File: src/rtl/led_matrix_pkg.sv
// Shared constants and types for the RGB LED matrix driver.
package led_matrix_pkg;

  localparam int unsigned CH_R            = 0;
  localparam int unsigned CH_G            = 1;
  localparam int unsigned CH_B            = 2;
  localparam int unsigned BYTES_PER_PIXEL = 3;

  typedef enum logic {
    BLANK = 1'b0,
    PWM   = 1'b1
  } scan_state_e;

  // Counter width that never collapses to zero bits for n <= 1.
  function automatic int unsigned cnt_width(input int unsigned n);
    return (n > 1) ? $clog2(n) : 1;
  endfunction

endpackage

File: src/rtl/spi_byte_rx.sv
// SPI mode-0 slave byte receiver: synchronisers, edge detection and MSB-first shifter.
module spi_byte_rx (
  input  logic       clk,
  input  logic       rst_n,
  input  logic       sclk_i,
  input  logic       mosi_i,
  input  logic       cs_n_i,
  output logic       byte_valid_o,
  output logic [7:0] byte_o,
  output logic       cs_fall_o,
  output logic       cs_rise_o,
  output logic       cs_active_o
);

  logic [1:0] sclk_sync_q;
  logic [1:0] mosi_sync_q;
  logic [1:0] cs_sync_q;
  logic       sclk_prev_q;
  logic       cs_prev_q;
  logic [1:0] primed_q;
  logic       armed_q;
  logic       in_xfer_q;
  logic [2:0] bit_cnt_q;
  logic [7:0] shift_q;

  logic sclk_s, mosi_s, cs_s;
  logic cs_fall_c, cs_rise_c, shift_en_c;

  assign sclk_s = sclk_sync_q[1];
  assign mosi_s = mosi_sync_q[1];
  assign cs_s   = cs_sync_q[1];

  // A transfer only starts on a cs fall seen after cs was observed high post-reset.
  assign cs_fall_c  = armed_q & cs_prev_q & ~cs_s;
  assign cs_rise_c  = in_xfer_q & ~cs_prev_q & cs_s;
  assign shift_en_c = in_xfer_q & ~cs_s & sclk_s & ~sclk_prev_q;

  always_ff @(posedge clk or negedge rst_n) begin
    if (!rst_n) begin
      sclk_sync_q  <= 2'b00;
      mosi_sync_q  <= 2'b00;
      cs_sync_q    <= 2'b11;
      sclk_prev_q  <= 1'b0;
      cs_prev_q    <= 1'b1;
      primed_q     <= 2'b00;
      armed_q      <= 1'b0;
      in_xfer_q    <= 1'b0;
      bit_cnt_q    <= 3'd0;
      shift_q      <= 8'd0;
      byte_valid_o <= 1'b0;
      byte_o       <= 8'd0;
      cs_fall_o    <= 1'b0;
      cs_rise_o    <= 1'b0;
      cs_active_o  <= 1'b0;
    end else begin
      sclk_sync_q  <= {sclk_sync_q[0], sclk_i};
      mosi_sync_q  <= {mosi_sync_q[0], mosi_i};
      cs_sync_q    <= {cs_sync_q[0], cs_n_i};
      sclk_prev_q  <= sclk_s;
      cs_prev_q    <= cs_s;
      primed_q     <= {primed_q[0], 1'b1};
      byte_valid_o <= 1'b0;
      cs_fall_o    <= cs_fall_c;
      cs_rise_o    <= cs_rise_c;
      cs_active_o  <= ~cs_s;

      if (primed_q[1] && cs_s) begin
        armed_q <= 1'b1;
      end

      if (cs_fall_c) begin
        in_xfer_q <= 1'b1;
      end else if (cs_rise_c) begin
        in_xfer_q <= 1'b0;
      end

      if (cs_fall_c) begin
        bit_cnt_q <= 3'd0;
      end else if (shift_en_c) begin
        shift_q   <= {shift_q[6:0], mosi_s};
        bit_cnt_q <= bit_cnt_q + 3'd1;
        if (bit_cnt_q == 3'd7) begin
          byte_valid_o <= 1'b1;
          byte_o       <= {shift_q[6:0], mosi_s};
        end
      end
    end
  end

endmodule

File: src/rtl/rgb_matrix_spi_driver.sv
// Double-buffered RGB matrix driver: SPI frame load into a back buffer,
// tear-free swap at scan end, row scan with blanking and per-pixel PWM.
module rgb_matrix_spi_driver
  import led_matrix_pkg::*;
#(
  parameter int unsigned ROWS         = 8,
  parameter int unsigned COLS         = 8,
  parameter int unsigned BPC          = 8,
  parameter int unsigned PRESC        = 1,
  parameter int unsigned BLANK_CYCLES = 4
) (
  input  logic            clk,
  input  logic            rst_n,
  input  logic            spi_sclk,
  input  logic            spi_mosi,
  input  logic            spi_cs_n,
  input  logic            enable,
  output logic [ROWS-1:0] row_sel,
  output logic [COLS-1:0] red_out,
  output logic [COLS-1:0] green_out,
  output logic [COLS-1:0] blue_out,
  output logic            frame_done,
  output logic            frame_err,
  output logic            busy
);

  localparam int unsigned FRAME_BYTES = ROWS * COLS * BYTES_PER_PIXEL;
  localparam int unsigned SLOTS       = (1 << BPC) - 1;
  localparam int unsigned PTR_W       = $clog2(FRAME_BYTES + 1);
  localparam int unsigned IDX_W       = cnt_width(FRAME_BYTES);
  localparam int unsigned ROW_W       = cnt_width(ROWS);
  localparam int unsigned SLOT_W      = BPC;
  localparam int unsigned PRE_W       = cnt_width(PRESC);
  localparam int unsigned BLK_W       = cnt_width(BLANK_CYCLES);

  logic       byte_valid;
  logic [7:0] byte_data;
  logic       cs_fall;
  logic       cs_rise;

  logic [PTR_W-1:0] ptr_q;
  logic             blocked_q;
  logic             swap_pending_q;
  logic             front_sel_q;
  logic             disp_valid_q;

  logic [BPC-1:0] buf_q [2][FRAME_BYTES];

  scan_state_e       state_q;
  logic [ROW_W-1:0]  row_q;
  logic [SLOT_W-1:0] slot_q;
  logic [PRE_W-1:0]  presc_q;
  logic [BLK_W-1:0]  blank_q;

  logic            scan_end_c;
  logic            show_c;
  logic [COLS-1:0] red_d, green_d, blue_d;

  spi_byte_rx u_rx (
    .clk         (clk),
    .rst_n       (rst_n),
    .sclk_i      (spi_sclk),
    .mosi_i      (spi_mosi),
    .cs_n_i      (spi_cs_n),
    .byte_valid_o(byte_valid),
    .byte_o      (byte_data),
    .cs_fall_o   (cs_fall),
    .cs_rise_o   (cs_rise),
    .cs_active_o (busy)
  );

  assign scan_end_c = (state_q == PWM) && (row_q == ROW_W'(ROWS - 1)) &&
                      (slot_q == SLOT_W'(SLOTS - 1)) && (presc_q == PRE_W'(PRESC - 1));

  // Transfer bookkeeping and the front/back swap.
  always_ff @(posedge clk or negedge rst_n) begin
    if (!rst_n) begin
      ptr_q          <= '0;
      blocked_q      <= 1'b0;
      swap_pending_q <= 1'b0;
      front_sel_q    <= 1'b0;
      disp_valid_q   <= 1'b0;
      frame_done     <= 1'b0;
      frame_err      <= 1'b0;
    end else begin
      frame_done <= 1'b0;
      frame_err  <= 1'b0;

      if (cs_fall) begin
        ptr_q     <= '0;
        blocked_q <= swap_pending_q;
      end else if (byte_valid) begin
        if (ptr_q < PTR_W'(FRAME_BYTES)) begin
          ptr_q <= ptr_q + PTR_W'(1);
        end
        if (swap_pending_q) begin
          blocked_q <= 1'b1;
        end
      end

      if (cs_rise) begin
        if ((ptr_q == PTR_W'(FRAME_BYTES)) && !swap_pending_q && !blocked_q) begin
          swap_pending_q <= 1'b1;
        end else begin
          frame_err <= 1'b1;
        end
      end

      if (scan_end_c && swap_pending_q) begin
        front_sel_q    <= ~front_sel_q;
        swap_pending_q <= 1'b0;
        disp_valid_q   <= 1'b1;
        frame_done     <= 1'b1;
      end
    end
  end

  // Pixel storage is deliberately not reset; disp_valid_q masks stale contents.
  always_ff @(posedge clk) begin
    if (byte_valid && !swap_pending_q && (ptr_q < PTR_W'(FRAME_BYTES))) begin
      buf_q[~front_sel_q][IDX_W'(ptr_q)] <= byte_data[7 -: BPC];
    end
  end

  assign show_c = (state_q == PWM) && enable && disp_valid_q;

  always_comb begin
    red_d   = '0;
    green_d = '0;
    blue_d  = '0;
    for (int unsigned c = 0; c < COLS; c++) begin
      red_d[c]   = show_c && (buf_q[front_sel_q][IDX_W'((32'(row_q) * COLS + c) * BYTES_PER_PIXEL + CH_R)] > slot_q);
      green_d[c] = show_c && (buf_q[front_sel_q][IDX_W'((32'(row_q) * COLS + c) * BYTES_PER_PIXEL + CH_G)] > slot_q);
      blue_d[c]  = show_c && (buf_q[front_sel_q][IDX_W'((32'(row_q) * COLS + c) * BYTES_PER_PIXEL + CH_B)] > slot_q);
    end
  end

  // Scan FSM; outputs are registered from the current scan position.
  always_ff @(posedge clk or negedge rst_n) begin
    if (!rst_n) begin
      state_q   <= BLANK;
      row_q     <= '0;
      slot_q    <= '0;
      presc_q   <= '0;
      blank_q   <= '0;
      row_sel   <= '0;
      red_out   <= '0;
      green_out <= '0;
      blue_out  <= '0;
    end else begin
      row_sel   <= (state_q == PWM) ? (ROWS'(1) << row_q) : '0;
      red_out   <= red_d;
      green_out <= green_d;
      blue_out  <= blue_d;

      case (state_q)
        BLANK: begin
          if (blank_q == BLK_W'(BLANK_CYCLES - 1)) begin
            blank_q <= '0;
            slot_q  <= '0;
            presc_q <= '0;
            state_q <= PWM;
          end else begin
            blank_q <= blank_q + BLK_W'(1);
          end
        end
        PWM: begin
          if (presc_q == PRE_W'(PRESC - 1)) begin
            presc_q <= '0;
            if (slot_q == SLOT_W'(SLOTS - 1)) begin
              state_q <= BLANK;
              row_q   <= (row_q == ROW_W'(ROWS - 1)) ? '0 : row_q + ROW_W'(1);
            end else begin
              slot_q <= slot_q + SLOT_W'(1);
            end
          end else begin
            presc_q <= presc_q + PRE_W'(1);
          end
        end
        default: state_q <= BLANK;
      endcase
    end
  end

endmodule
File: config.mk
export PLATFORM = sky130hd
export DESIGN_NAME = rgb_matrix_spi_driver
export DESIGN_NICKNAME = d
export VERILOG_FILES = /design/src/rtl/led_matrix_pkg.sv /design/src/rtl/spi_byte_rx.sv /design/src/rtl/rgb_matrix_spi_driver.sv
export SDC_FILE = /design/constraint.sdc
export NUM_CORES = 2
export LEC_CHECK = 0
export BUFFER_PORTS_ARGS = -buffer_cell sky130_fd_sc_hd__buf_4
export CAP_MARGIN = 40
export CELL_PAD_IN_SITES_DETAIL_PLACEMENT = 0
export CELL_PAD_IN_SITES_GLOBAL_PLACEMENT = 1
export CORE_MARGIN = 4
export CORE_UTILIZATION = 45
export DETAILED_ROUTE_END_ITERATION = 8
export PLACE_DENSITY_LB_ADDON = 0.1
export RECOVER_POWER = 25
export SLEW_MARGIN = 40
export SYNTH_ARGS = -nofsm -noshare
export SYNTH_HDL_FRONTEND = slang
export SYNTH_SLANG_ARGS = --single-unit
export TNS_END_PERCENT = 10
File: constraint.sdc
create_clock -name clk -period 5.75 [get_ports clk]
set_input_delay 1.15 -clock clk [delete_from_list [all_inputs] [get_ports clk]]
set_output_delay 1.15 -clock clk [all_outputs]
set_load 0.02 [all_outputs]
Word level (Yosys, flattened, before mapping)
Memories as Yosys holds them, arrays and structs flattened.
Index checks and enable logic that the tools add are counted.
Word-level totals
  bits in registers: 95
  RAM bits: 3072
  bits of input ports: 6
  output and inout port bits: 35
  word-level logic and storage cells: 329
  memories kept: 1
Operators by class
  add/sub/neg operators: 29
  multipliers: 8
  magnitude comparators: 51
  eq/ne operators: 8
  shift operators: 1
  muxes and demuxes: 109
  bitwise gates (word level): 39
  reductions and logical operators: 52
Memories
  buf_q: words 2, width 1536, read ports 1, clocked after memory_dff 0, write ports 1, line rgb_matrix_spi_driver.sv:47  | logic [BPC-1:0] buf_q [2][FRAME_BYTES];
Operator list (count)
  $bmux W8 S8: 24
  $mux W1536: 1
  $mux W8: 56
  $ge A9 B9 Y1 const B: 25
  $not A8 Y9: 25
  $gt A8 B8 Y1: 24
  $add A8 B1 Y8 const B: 10
  $add A8 B2 Y8 const B: 8
  $demux W8 S8: 1
  $mul A7 B2 Y8 const B: 7
  $logic_and A1 B1 Y1: 36
  $add A6 B3 Y7 const B: 4
  $mux W1: 20
  $eq A8 B8 Y1 const B: 2
  $pmux W8 S2: 1
  $add A6 B2 Y7 const B: 2
  $reduce_bool A2 Y1: 7
  $lt A9 B1 Y1 const B: 1
  $mux W3: 3
  $reduce_and A3 Y1: 3
  $lt A8 B8 Y1 const B: 1
  $reduce_and A2 Y1: 4
  $shl A1 B3 Y8 const A: 1
  $add A6 B1 Y7 const B: 1
  12 further kinds: 30

Logic depth before layout (Yosys ltp)
  depth in word-level cells: 9
  gate-level depth with buffers: 24
  mapped depth without buffers: 13

Modules after synthesis
Synthesis repeated with hierarchy kept, for this count alone.
Second synthesis, totals
  cells, all modules: 9095
  area total of the unflattened synthesis: 159893.4 um^2
Modules (own cells, without submodules)
  rgb_matrix_spi_driver: times used 1, cells an instance 9023, area an instance 158674.7 um^2, sequential area each 93749.9 um^2
  spi_byte_rx: times used 1, cells an instance 72, area an instance 1218.7 um^2, sequential area each 854.6 um^2

Worst setup path before layout
No wires, ideal clock.
  path type: reg2reg
  from: reg u_rx.byte_o[0]
  to: mem buf_q[0][0] in the netlist's numbering (data pin)
  setup time: 1.103 ns
  data arrival time: 4.620 ns
  required time: 4.647 ns
  path slack: 0.027 ns
  cell stages (with the launch flop): 1
  path through: dfrtp_1
RTL lines
  start: declaration: line spi_byte_rx.sv:9  | output logic [7:0] byte_o,
  start signal: assignment: line spi_byte_rx.sv:84  | byte_o <= {shift_q[6:0], mosi_s};
  end: declaration: line rgb_matrix_spi_driver.sv:47
No word-level cell before the write port.

Final worst setup path
  from: reg row_q[0]
  to: reg red_out[4]
On the way
  cells in the longest elaborated chain, start to end: 8
RTL lines
  start: declaration: line rgb_matrix_spi_driver.sv:50  | logic [ROW_W-1:0] row_q;
  start signal: assignment: line rgb_matrix_spi_driver.sv:172  | row_q <= (row_q == ROW_W'(ROWS - 1)) ? '0 : row_q + ROW_W'(1);
  $add A6 B3 Y7: line rgb_matrix_spi_driver.sv:132  | red_d[c] = show_c && (buf_q[front_sel_q][IDX_W'((32'(row_q) * COLS + c) * BYTES_PER_PIXEL + CH_R)] > slot_q);
  $mul A7 B2 Y8: line rgb_matrix_spi_driver.sv:132
  $not A8 Y9 (implied by the code): line rgb_matrix_spi_driver.sv:132
  $bmux W8 S8: line rgb_matrix_spi_driver.sv:132
  $mux W8 (implied by the code) (2 in series): line rgb_matrix_spi_driver.sv:132
  $gt A8 B8 Y1: line rgb_matrix_spi_driver.sv:132
  $logic_and A1 B1 Y1: line rgb_matrix_spi_driver.sv:132
  named net red_d[4]: line rgb_matrix_spi_driver.sv:57  | logic [COLS-1:0] red_d, green_d, blue_d;
  end signal: assignment: line rgb_matrix_spi_driver.sv:152  | red_out <= red_d;
  end: declaration: line rgb_matrix_spi_driver.sv:19  | output logic [COLS-1:0] red_out,
The timed path passes the listed nets, and every way through them passes these cells. The select of a mux whose other input is x is not followed.
A chain may end at the register's enable or synchronous reset.

==> run_results.csv <==
group,metric,value,unit
synthesis,yosysSeqAreaShare,60.62,%
floorplanning,rows,215,
place,dp_hpwl,386100,um
sta,setup_tns,0,ps
floorplanning,core-area,344100,um^2
synthesis,synth_warnings,0,
status,violations,"max-capacitance violations, max-slew violations",
floorplanning,ioPinCount,41,
worst_setup_path,cp_cell_sequence,"fa_4 -> buf_4 -> nand2_1 -> a2111oi_1 -> o32ai_1 -> o31ai_1 -> ha_1 -> nor2b_1 -> o21ai_0 -> nand2b_1 -> o221a_2",
synthesis,synth_ff_type,"edfxtp_1",
synthesis,synth_fa_ha_area_share,1.725,%
synthesis,yosysMostFrequentCell,"edfxtp_1",
routing,wire_per_inst,41.63,um
synthesis,ys_ff_latch,3166,
routing,ant_nets,0,
power,peakVddDrop,0.2502,mV
synthesis,synthTopCellsByArea,"edfxtp_1 (59%), mux4_2 (24%), a22oi_1 (1.9%)",
power,leakage,48.03,nW
floorplanning,die_area,356300,um^2
synthesis,synth_edf_count,3072,
place,io_buffers,40,
floorplanning,initial_core_util,45.36,%
power,finalPower,47.84,mW
worst_setup_path,cpPeakStageDelay,1320,ps
min_path,min_path_type,"input port to flop",
status,status,"finished with violations",
place,gp_congestion,0.9468,
routing,drc,0,
cts,cts_tree,"yes",
global_route,grt_max_degree,185,
sta,finalHoldViolations,0,
worst_setup_path,startpoint,"row_q[0]$_DFFE_PN0P_",
synthesis,synth_top_family_by_area,"multiplexers",
cts,htreeDepth,5,
worst_setup_path,slowest_stage,"fa_4",
worst_setup_path,r2r-start,"row_q[0]$_DFFE_PN0P_",
sta,fmaxAchievable,193.2,MHz
synthesis,avgSynthCellArea,18.00,um^2
routing,drtIter0Drc,14420,
worst_setup_path,crit_family,"adder cells",
cts,post_cts_buffers,0,
cts,postCtsHoldBufs,0,
worst_setup_path,cp-start-kind,"flop",
final_layout,post_route_cells_drive_above_1_share,34.36,%
sta,fin_skew,37.21,ps
synthesis,synth-compound-area-share,5.997,%
global_route,grt_pass1_vias,93930,
synthesis,synth_commonest_cells,"edfxtp_1 (3,072), mux4_2 (1,669), nor2_1 (475)",
global_route,antenna_found_initial,27,
sta,relSlewSlack,-191.7,%
synthesis,yosys.area.top_type,"edfxtp_1",
routing,drt_first_pass_iters,6,
cts,root_buffer,"clkbuf_16",
synthesis,synth_mux_area_share,25.61,%
min_path,min-delay-start,"spi_cs_n",
routing,routed_wl,567100,um
cts,cts_buffers,351,
synthesis,synthSimpleGateAreaFrac,3.625,%
cts,clockBufferDepth,4,
floorplanning,die_h,596.9,um
sta,post-route-period-util,90.02,%
cts,cts.repair.resized,0,
global_route,overflow,0,
synthesis,syn_nets,8890,
worst_setup_path,endpoint_kind,"flop",
sta,worst_pin_slew,4375,ps
sta,rsz0062_at_grt,"no",
final_layout,final_area,175800,um^2
synthesis,synth_xor_area_share,0.1291,%
synthesis,synth_area,156100,um^2
place,placed_area,164300,um^2
sta,setup_viol,0,
power,power_density,272.2,nW/um^2
routing,viasPerCell,7.065,
global_route,grt_pass1_wl,779300,um
cts,clock-sinks,3166,
synthesis,async_flop_share,2.969,%
routing,vias,96230,
final_layout,areaGrowthSynthToFinish,12.65,%
worst_setup_path,path_class,"flop to flop",
flow_run,drv_cap,24,
sta,period_needed,5176,ps
global_route,grtUsageTotal,31.38,%
worst_setup_path,crit_fanout,23,
synthesis,synth_cells,8670,
worst_setup_path,cp_num_buf_inv,1,
worst_setup_path,worst_ep_required_time,6590,ps
cts,insertion_delay,960,ps
final_layout,final_net_count,8984,
floorplanning,die_width,596.9,um
worst_setup_path,arrival,6020,ps
synthesis,synth_top_area_share,59.11,%
synthesis,synth_cell_types,71,
sta,hold-worst-slack,321.7,ps
cts,clkSlewWorstSetupHoldPaths,60,ps
sta,maxSlewViolCount,1897,
==> power breakdown <==
part	internal, mW	switching, mW	total [mW]
sequential	24.9	0.00917	24.9
combinational	0.00932	0.0360	0.0453
clock	13.3	9.54	22.9
total	38.3	9.59	47.8
==> layout make-up <==
type	instances	area, um^2
diodes	11	27.53
clock buffers	430	9260
clock inverters	212	2246
fillers	27470	168300
inverters	46	185.2
multi-input cells	4748	59320
flip-flops and latches	3166	94610
well taps	4557	5702
repair buffers	451	4451
==> layer usage <==
layer  GRT usage [%]  vias to the layer above  wire length, um
met4           14.24                       22            31120
met1           43.32                    51440           218900
met3           7.378                     1085            59800
li1                -                    37280                -
met2           47.69                     6396           257100
met5               0                        -              124
==> final timing paths <==
path / to / slack (ps) / cells past startpoint
hold / removal: u_rx.cs_sync_q[0]$_DFF_PN1_ / 320 / 1
max in group asynchronous: blue_out[3]$_DFF_PN0_ / 2890 / 1
hold reg to reg: u_rx.sclk_sync_q[1]$_DFF_PN0_ / 350 / 0
min in group asynchronous: red_out[5]$_DFF_PN0_ / 1150 / 1
setup / recovery: red_out[4]$_DFF_PN0_ / 570 / 11
setup reg to reg: red_out[4]$_DFF_PN0_ / 570 / 11
==> registers in the layout, indices dropped and copies added (netlist names), 2 cells and up <==
signal and flops:
buf_q 3072, blue_out 8, green_out 8, ptr_q 8
red_out 8, row_sel 8, slot_q 8, u_rx.byte_o 8
u_rx.shift_q 7, row_q 3, u_rx.bit_cnt_q 3, blank_q 2
u_rx.cs_sync_q 2, u_rx.mosi_sync_q 2, u_rx.primed_q 2, u_rx.sclk_sync_q 2
==> layout by cell type (no fill, tap or decap), types with 27 or more instances in the layout <==
cell | synthesis | routed
nor2b_1 | 67 | 58
a22oi_1 | 395 | 395
mux2i_1 | 210 | 210
nor2_2 | 1 | 320
clkinv_2 | 0 | 61
bufinv_16 | 0 | 41
dfrtp_1 | 91 | 88
nand2_1 | 429 | 404
nand3_1 | 78 | 69
a21oi_1 | 268 | 265
clkinv_1 | 0 | 60
clkbuf_16 | 0 | 359
nor2_1 | 475 | 140
o221a_2 | 39 | 39
o21ai_0 | 127 | 125
inv_1 | 46 | 36
ha_1 | 212 | 211
nand2b_1 | 37 | 35
o22ai_1 | 99 | 97
edfxtp_1 | 3072 | 3072
a22o_1 | 59 | 59
a32o_1 | 27 | 27
o21a_1 | 31 | 31
a221oi_1 | 82 | 82
clkbuf_1 | 348 | 86
buf_12 | 0 | 69
buf_4 | 66 | 331
nand4_1 | 69 | 69
a211o_1 | 55 | 55
mux4_2 | 1669 | 1669
and3_1 | 54 | 53
==> cells by family (layout without fill, tap and decap cells) <==
group | Yosys count | count (layout)
xor+xnor | 23 | 23
mux | 1904 | 1904
flops | 3166 | 3166
fa+ha+maj | 214 | 214
buf+inv | 756 | 1139
other cells | 1 | 12
compound gates | 1324 | 1324
simple gates | 1282 | 1282
==> per-stage QoR <==
stage               worst slack [ps]  util [%]  std cells
global route                   227.7     51.09      13610
finish                         574.1     51.10      13620
floorplan                      26.73         -       8670
CTS                            619.8     51.09      13600
detailed placement             599.4     47.75      12960
global placement               524.8     47.38      12940
==> worst register-to-register path, delay by kind of cell (launching register included) <==
kind                       cells  cell delay [ps]
AOI/OAI and AO/OA              5             1570
adders and majority gates      2             1640
buffers and inverters          1              610
and+or+nand+nor                3              610
DFF                            1              660
(Power assumes the default switching activity.)
